$ cat src/rtl/mem_stage_controller_if.sv
// Data-memory request/ready bus between the memory-stage controller
// (master) and the data memory (slave).
interface mem_stage_controller_if #(
  parameter int N = 32
) ();
  logic         Mem_req;
  logic         Mem_we;
  logic [N-1:0] Mem_addr;
  logic [N-1:0] Mem_wdata;
  logic [N-1:0] Mem_rdata;
  logic         Mem_ready;

  modport master (
    output Mem_req,
    output Mem_we,
    output Mem_addr,
    output Mem_wdata,
    input  Mem_rdata,
    input  Mem_ready
  );

  modport slave (
    input  Mem_req,
    input  Mem_we,
    input  Mem_addr,
    input  Mem_wdata,
    output Mem_rdata,
    output Mem_ready
  );
endinterface

$ cat src/rtl/mem_stage_controller.sv
// MEM-stage controller: PC ownership, branch/jump redirect with flush,
// and data-memory sequencing with stall on a ready handshake.
module mem_stage_controller #(
  parameter int           N        = 32,
  parameter logic [N-1:0] RESET_PC = N'(32'h0040_0000)
) (
  input  logic         clk,
  input  logic         reset,
  input  logic         Zero,
  input  logic [N-1:0] ALU_result,
  input  logic [N-1:0] Data_2,
  input  logic [N-1:0] Jump_address,
  input  logic [N-1:0] Branch_adress,
  input  logic [N-1:0] RA_address,
  input  logic         Jump,
  input  logic         BranchEQ,
  input  logic         BranchNE,
  input  logic         JR,
  input  logic         MemRead,
  input  logic         MemWrite,
  input  logic [N-1:0] PC_4_seq,
  output logic [N-1:0] PC,
  output logic         Flush,
  output logic         Stall,
  output logic [N-1:0] Read_data,
  output logic         Addr_error,
  output logic [15:0]  Taken_count,
  mem_stage_controller_if.master mem
);

  typedef enum logic [1:0] {
    RUN,
    MEM_WAIT,
    REDIRECT
  } state_e;

  state_e       state_q, state_d;
  logic [N-1:0] pc_q, pc_d;
  logic [N-1:0] rd_q, rd_d;
  logic         ae_q, ae_d;
  logic [15:0]  tc_q, tc_d;

  logic         access;
  logic         taken;
  logic         req;
  logic         stall;
  logic         redir;
  logic [N-1:0] target;

  always_ff @(posedge clk or negedge reset) begin
    if (!reset) begin
      state_q <= RUN;
      pc_q    <= RESET_PC;
      rd_q    <= '0;
      ae_q    <= 1'b0;
      tc_q    <= '0;
    end else begin
      state_q <= state_d;
      pc_q    <= pc_d;
      rd_q    <= rd_d;
      ae_q    <= ae_d;
      tc_q    <= tc_d;
    end
  end

  always_comb begin
    access = MemRead | MemWrite;
    taken  = JR | Jump | (BranchEQ & Zero)
           | (BranchNE & ~Zero);
    // Gating with reset drops the request the moment reset asserts
    req    = reset & access & (state_q != REDIRECT);
    stall  = req & ~mem.Mem_ready;
    redir  = reset & taken & ~stall
           & (state_q != REDIRECT);

    target = Branch_adress;
    priority case (1'b1)
      JR:      target = RA_address;
      Jump:    target = Jump_address;
      default: target = Branch_adress;
    endcase

    state_d = state_q;
    pc_d    = pc_q;
    rd_d    = rd_q;
    ae_d    = ae_q;
    tc_d    = tc_q;

    unique case (state_q)
      RUN, MEM_WAIT: begin
        if (stall) begin
          state_d = MEM_WAIT;
        end else if (redir) begin
          state_d = REDIRECT;
          pc_d    = target;
        end else begin
          state_d = RUN;
          pc_d    = PC_4_seq;
        end
      end
      REDIRECT: begin
        state_d = RUN;
        pc_d    = PC_4_seq;
      end
      default: begin
        state_d = RUN;
      end
    endcase

    if (req & mem.Mem_ready & MemRead)
      rd_d = mem.Mem_rdata;
    if (req & (ALU_result[1:0] != 2'b00))
      ae_d = 1'b1;
    if (redir & (tc_q != 16'hFFFF))
      tc_d = tc_q + 16'd1;
  end

  assign mem.Mem_req   = req;
  assign mem.Mem_we    = req & MemWrite;
  assign mem.Mem_addr  = {ALU_result[N-1:2], 2'b00};
  assign mem.Mem_wdata = Data_2;

  assign PC          = pc_q;
  assign Flush       = redir;
  assign Stall       = stall;
  assign Read_data   = rd_q;
  assign Addr_error  = ae_q;
  assign Taken_count = tc_q;

endmodule

$ cat src/flat_wrapper.sv
// flat-port wrapper written by rule: the top's interface ports become plain ports
module mem_stage_controller_flat 
#(
  parameter int           N        = 32,
  parameter logic [N-1:0] RESET_PC = N'(32'h0040_0000)
)
  (clk, reset, Zero, ALU_result, Data_2, Jump_address, Branch_adress, RA_address, Jump, BranchEQ, BranchNE, JR, MemRead, MemWrite, PC_4_seq, PC, Flush, Stall, Read_data, Addr_error, Taken_count, mem_Mem_req, mem_Mem_we, mem_Mem_addr, mem_Mem_wdata, mem_Mem_rdata, mem_Mem_ready);
  mem_stage_controller_if #(.N(N)) mem_i ();
  input  logic clk;
  input  logic reset;
  input  logic Zero;
  input  logic [N-1:0] ALU_result;
  input  logic [N-1:0] Data_2;
  input  logic [N-1:0] Jump_address;
  input  logic [N-1:0] Branch_adress;
  input  logic [N-1:0] RA_address;
  input  logic Jump;
  input  logic BranchEQ;
  input  logic BranchNE;
  input  logic JR;
  input  logic MemRead;
  input  logic MemWrite;
  input  logic [N-1:0] PC_4_seq;
  output logic [N-1:0] PC;
  output logic Flush;
  output logic Stall;
  output logic [N-1:0] Read_data;
  output logic Addr_error;
  output logic [15:0] Taken_count;
  output wire logic [$bits(mem_i.Mem_req)-1:0] mem_Mem_req;
  output wire logic [$bits(mem_i.Mem_we)-1:0] mem_Mem_we;
  output wire logic [$bits(mem_i.Mem_addr)-1:0] mem_Mem_addr;
  output wire logic [$bits(mem_i.Mem_wdata)-1:0] mem_Mem_wdata;
  input wire logic [$bits(mem_i.Mem_rdata)-1:0] mem_Mem_rdata;
  input wire logic [$bits(mem_i.Mem_ready)-1:0] mem_Mem_ready;
  assign mem_Mem_req = mem_i.Mem_req;
  assign mem_Mem_we = mem_i.Mem_we;
  assign mem_Mem_addr = mem_i.Mem_addr;
  assign mem_Mem_wdata = mem_i.Mem_wdata;
  assign mem_i.Mem_rdata = mem_Mem_rdata;
  assign mem_i.Mem_ready = mem_Mem_ready;
  mem_stage_controller #(.N(N), .RESET_PC(RESET_PC)) u_core (.clk(clk), .reset(reset), .Zero(Zero), .ALU_result(ALU_result), .Data_2(Data_2), .Jump_address(Jump_address), .Branch_adress(Branch_adress), .RA_address(RA_address), .Jump(Jump), .BranchEQ(BranchEQ), .BranchNE(BranchNE), .JR(JR), .MemRead(MemRead), .MemWrite(MemWrite), .PC_4_seq(PC_4_seq), .PC(PC), .Flush(Flush), .Stall(Stall), .Read_data(Read_data), .Addr_error(Addr_error), .Taken_count(Taken_count), .mem(mem_i));
endmodule
$ cat config.mk
export PLATFORM = sky130hd
export DESIGN_NAME = mem_stage_controller_flat
export DESIGN_NICKNAME = d
export VERILOG_FILES = /design/src/rtl/mem_stage_controller_if.sv /design/src/rtl/mem_stage_controller.sv /design/src/flat_wrapper.sv
export SDC_FILE = /design/constraint.sdc
export NUM_CORES = 1
export LEC_CHECK = 0
export CAP_MARGIN = 25
export CORE_AREA = 2 2 150 152
export CTS_CLUSTER_DIAMETER = 30
export CTS_CLUSTER_SIZE = 16
export DETAILED_ROUTE_END_ITERATION = 16
export DIE_AREA = 0 0 152 154
export PLACE_DENSITY_LB_ADDON = 0.08
export SETUP_SLACK_MARGIN = 0.2
export SYNTH_ARGS = -nofsm -noshare
export SYNTH_HDL_FRONTEND = slang
export SYNTH_SLANG_ARGS = --single-unit
$ cat constraint.sdc
create_clock -name clk -period 3.48 [get_ports clk]
set_input_delay 0.522 -clock clk [delete_from_list [all_inputs] [get_ports clk]]
set_output_delay 0.522 -clock clk [all_outputs]
set_load 0.02 [all_outputs]
==> results.cfg <==
[status]
run_status = completed

[pwr]
total_power_mw = 3.39
total_leakage_power_nw = 3.04
power.density_nw_per_um2 = 455
ir_worst_vdd_mv = 0.209

[placement]
port_buffers = 256
globalplace.congestion = 0.737
post_detail_place_hpwl_mm = 11.9

[worst_setup_path]
endpoint_kind = primary output
cp-start-kind = input pin
r2r_setup_slk_ns = 1.46
worstSetupStartpoint = MemWrite
path_class = input pin to primary output
worstPathMaxFanout = 3
critical_path.most_common_cell = sky130_fd_sc_hd__clkdlybuf4s50_1
worst_path_largest_cell_delay_ns = 0.61
end_of_the_worst_register_to_register_path = u_core.Taken_count[12]$_DFFE_PN0P_
timing.critical_path.cells = clkdlybuf4s50_1, o21bai_2, o2111ai_4, inv_4, clkdlybuf4s50_1
wp_data_arrival_ns = 2.28
timing.reg2reg.worst_path_depth = 6
regToRegStartpoint = u_core.state_q[1]$_DFF_PN0_
slowest_stage = sky130_fd_sc_hd__clkdlybuf4s50_1
worst-endpoint-required_ns = 2.96
critical_path.top_delay_family = buffers and inverters
worst-path-buf-inv = 3

[sta]
setup-violations-final = 0
finClkSkew_ns = 0.00846
tightestPinTransition_ns = 0.619
hold_viol_final = 0
totalNegativeSetupSlack_ns = 0
period_minus_slack_ns = 2.80
clock.fmax_mhz = 357
final-max-slew-violation-count = 0
timing.final.crit_share_pct = 80.6
rsz0062_at_grt = false
max-slew-margin-rel_pct = 58.8

[routing]
detail_route.vias_per_cell = 4.21
dr.first_iter.drc_count = 89
drt-pass1-iter-count = 4
drc_errors = 0
detailed_route_wl_mm = 15.2
drt.antenna.violating_nets = 0
dr_total_vias = 3958
routedWlPerCell_um = 16.2

[die]
rows = 54
floorplan.initialDensity_pct = 22.1
horizontal_die_dimension_um = 152
core_area_um2 = 21700
design.portCount = 383
dieArea_um2 = 23400
chipHeight_um = 154

[cts]
clkTransAtPathRegs_ns = 0.06
sink_count = 83
cts_htree_levels = 3
postCtsSetupBuffers = 0
number_of_gates_resized_after_cts = 0
tritoncts = done
cts_root_buffer = sky130_fd_sc_hd__clkbuf_16
tritoncts.num_buffers = 9
hold_buffers = 0
max-clock-path-buffers = 2
insertion_delay_of_the_later_clocked_pin_in_the_worst_skew_pair_ns = 0.34

[finish]
insertedDiodeCount = 0
multi_input_comb_area_um2 = 2090
seqCellArea_um2 = 2080
fraction_of_final_layout_cells_sized_beyond_drive_strength_1_pct = 10.6
final_nets = 891
syn2layout_area_growth_pct = 55.4
n_fill_cell = 2207

[synthesis]
synth-main-ff-cell = sky130_fd_sc_hd__dfrtp_1
synth_cell_types = 37
synthesis.area_um2 = 4790
seq_area_frac_synth_pct = 43.3
number_of_synthesized_flops_with_an_enable_pin = 0
yosys_warnings = 0
syn_avg_cell_area_um2 = 10.2
synthesis.instances = 468
async_flop_share_pct = 100
register_bit_count_reported_by_yosys = 83

[global_routing]
grt_overflow = 0
grt_start_max_net_pins = 65
grt_util_met3_pct = 4.99
antenna_found_initial = 0
global_route.peak_usage_layer = met2
grt_util_met2_pct = 22.1
grt_usage_pct = 12.6
global_route.usage.met1_pct = 13.9
first_pass_grt_wire_length_mm = 23.1
grt_pass1_vias = 4155

[hold_path]
min_path_type = input pin to async pin

[run]
max_cap_viol_count = 0
registers in the layout, summed over array words and instances (netlist names):
name	count
u_core.Addr_error	1
u_core.state_q	2
u_core.Read_data	32
u_core.Taken_count	16
u_core.PC	32
worst max path at each step:
stage	to	cells past startpoint
3_3_place_gp	Flush	5
2_1_floorplan	Flush	5
4_1_cts	Flush	5
5_1_grt	Flush	5
3_5_place_dp	Flush	5
6_report	Flush	5
power by group:
| part | switching [mW] | total (mW) | internal [mW] |
|---|---|---|---|
| Clock | 0.412 | 0.991 | 0.579 |
| Sequential | 0.113 | 1.25 | 1.14 |
| Combinational | 0.519 | 1.15 | 0.631 |
worst reg2reg max path, stage by stage (launching register included):
cell	delay (ns)
sky130_fd_sc_hd__dfrtp_1	0.44
sky130_fd_sc_hd__nand2b_1	0.22
sky130_fd_sc_hd__o2111ai_4	0.21
sky130_fd_sc_hd__inv_4	0.10
sky130_fd_sc_hd__buf_4	0.48
sky130_fd_sc_hd__nand3_1	0.15
sky130_fd_sc_hd__mux2_2	0.30
cell type report:
cell class	count	area share, %
repair buffers	265	35.1
clock inverters	5	0.823
inverters	3	0.185
multi-input cells	294	28.0
clock buffers	11	3.26
well taps	280	4.70
flip-flops and latches	83	27.9
metal layers:
metal / part of all wire [%] / vias up / wire, um
li1: - / 1915 / -
met1: 38 / 1824 / 5790
met2: 51 / 179 / 7810
met3: 8.1 / 40 / 1240
met4: 2.4 / 0 / 366
met5: 0 / - / 0
cells in the final DEF (no fill, tap or decap), types with 6 or more instances in the layout:
| cell type | count |
|---|---|
| sky130_fd_sc_hd__nand2_1 | 70 |
| sky130_fd_sc_hd__o21ai_1 | 8 |
| sky130_fd_sc_hd__nand3_1 | 6 |
| sky130_fd_sc_hd__xor2_1 | 12 |
| sky130_fd_sc_hd__o21ai_0 | 57 |
| sky130_fd_sc_hd__clkdlybuf4s50_1 | 253 |
| sky130_fd_sc_hd__mux2_2 | 35 |
| sky130_fd_sc_hd__nor2_1 | 7 |
| sky130_fd_sc_hd__buf_4 | 10 |
| sky130_fd_sc_hd__clkbuf_16 | 9 |
| sky130_fd_sc_hd__dfrtp_1 | 82 |
| sky130_fd_sc_hd__mux2i_1 | 64 |
Yosys cell counts, drive strengths merged (2+ instances only):
library cell / instances / share of area (%)
nor4b: 3 / 0.68
buf: 79 / 12
dfrtp: 82 / 43
mux2i: 64 / 13
xor2: 12 / 2.2
nand3: 6 / 0.63
and3: 3 / 0.39
nand2: 70 / 5.5
nand4: 4 / 0.84
xnor2: 2 / 0.37
o21ai: 65 / 6.8
clkbuf: 10 / 0.78
nor2: 7 / 0.55
nor3: 4 / 0.42
inv: 3 / 0.29
nor4: 5 / 0.78
o21bai: 2 / 0.39
nor3b: 2 / 0.31
mux2: 35 / 8.2
kinds of logic after synthesis:
family,after synthesis,share of synthesized area (%)
DFF,83,43.3
xor gates and xnor gates,14,2.56
buffers and inverters,92,13.4
muxes,99,21.6
other,1,0.0782
AOI/OAI and AO/OA,69,7.99
and+or+nand+nor,109,10.8
adders and majority gates,1,0.261
through the flow:
step / utilization, % / cells / hold WS [ns] / setup slack, ns / cell area, um2
finish: 34.4 / 941 / 0.343 / 0.676 / 7450
global route: 34.4 / 941 / 0.383 / 0.593 / 7450
CTS: 34.4 / 941 / 0.368 / 0.648 / 7450
detailed placement: 33.0 / 925 / 0.470 / 0.659 / 7150
global placement: 33.0 / 925 / 0.463 / 0.714 / 7150
floorplan: - / 469 / 0.226 / 1.51 / 4800
Power figures use the tool's default switching activity.
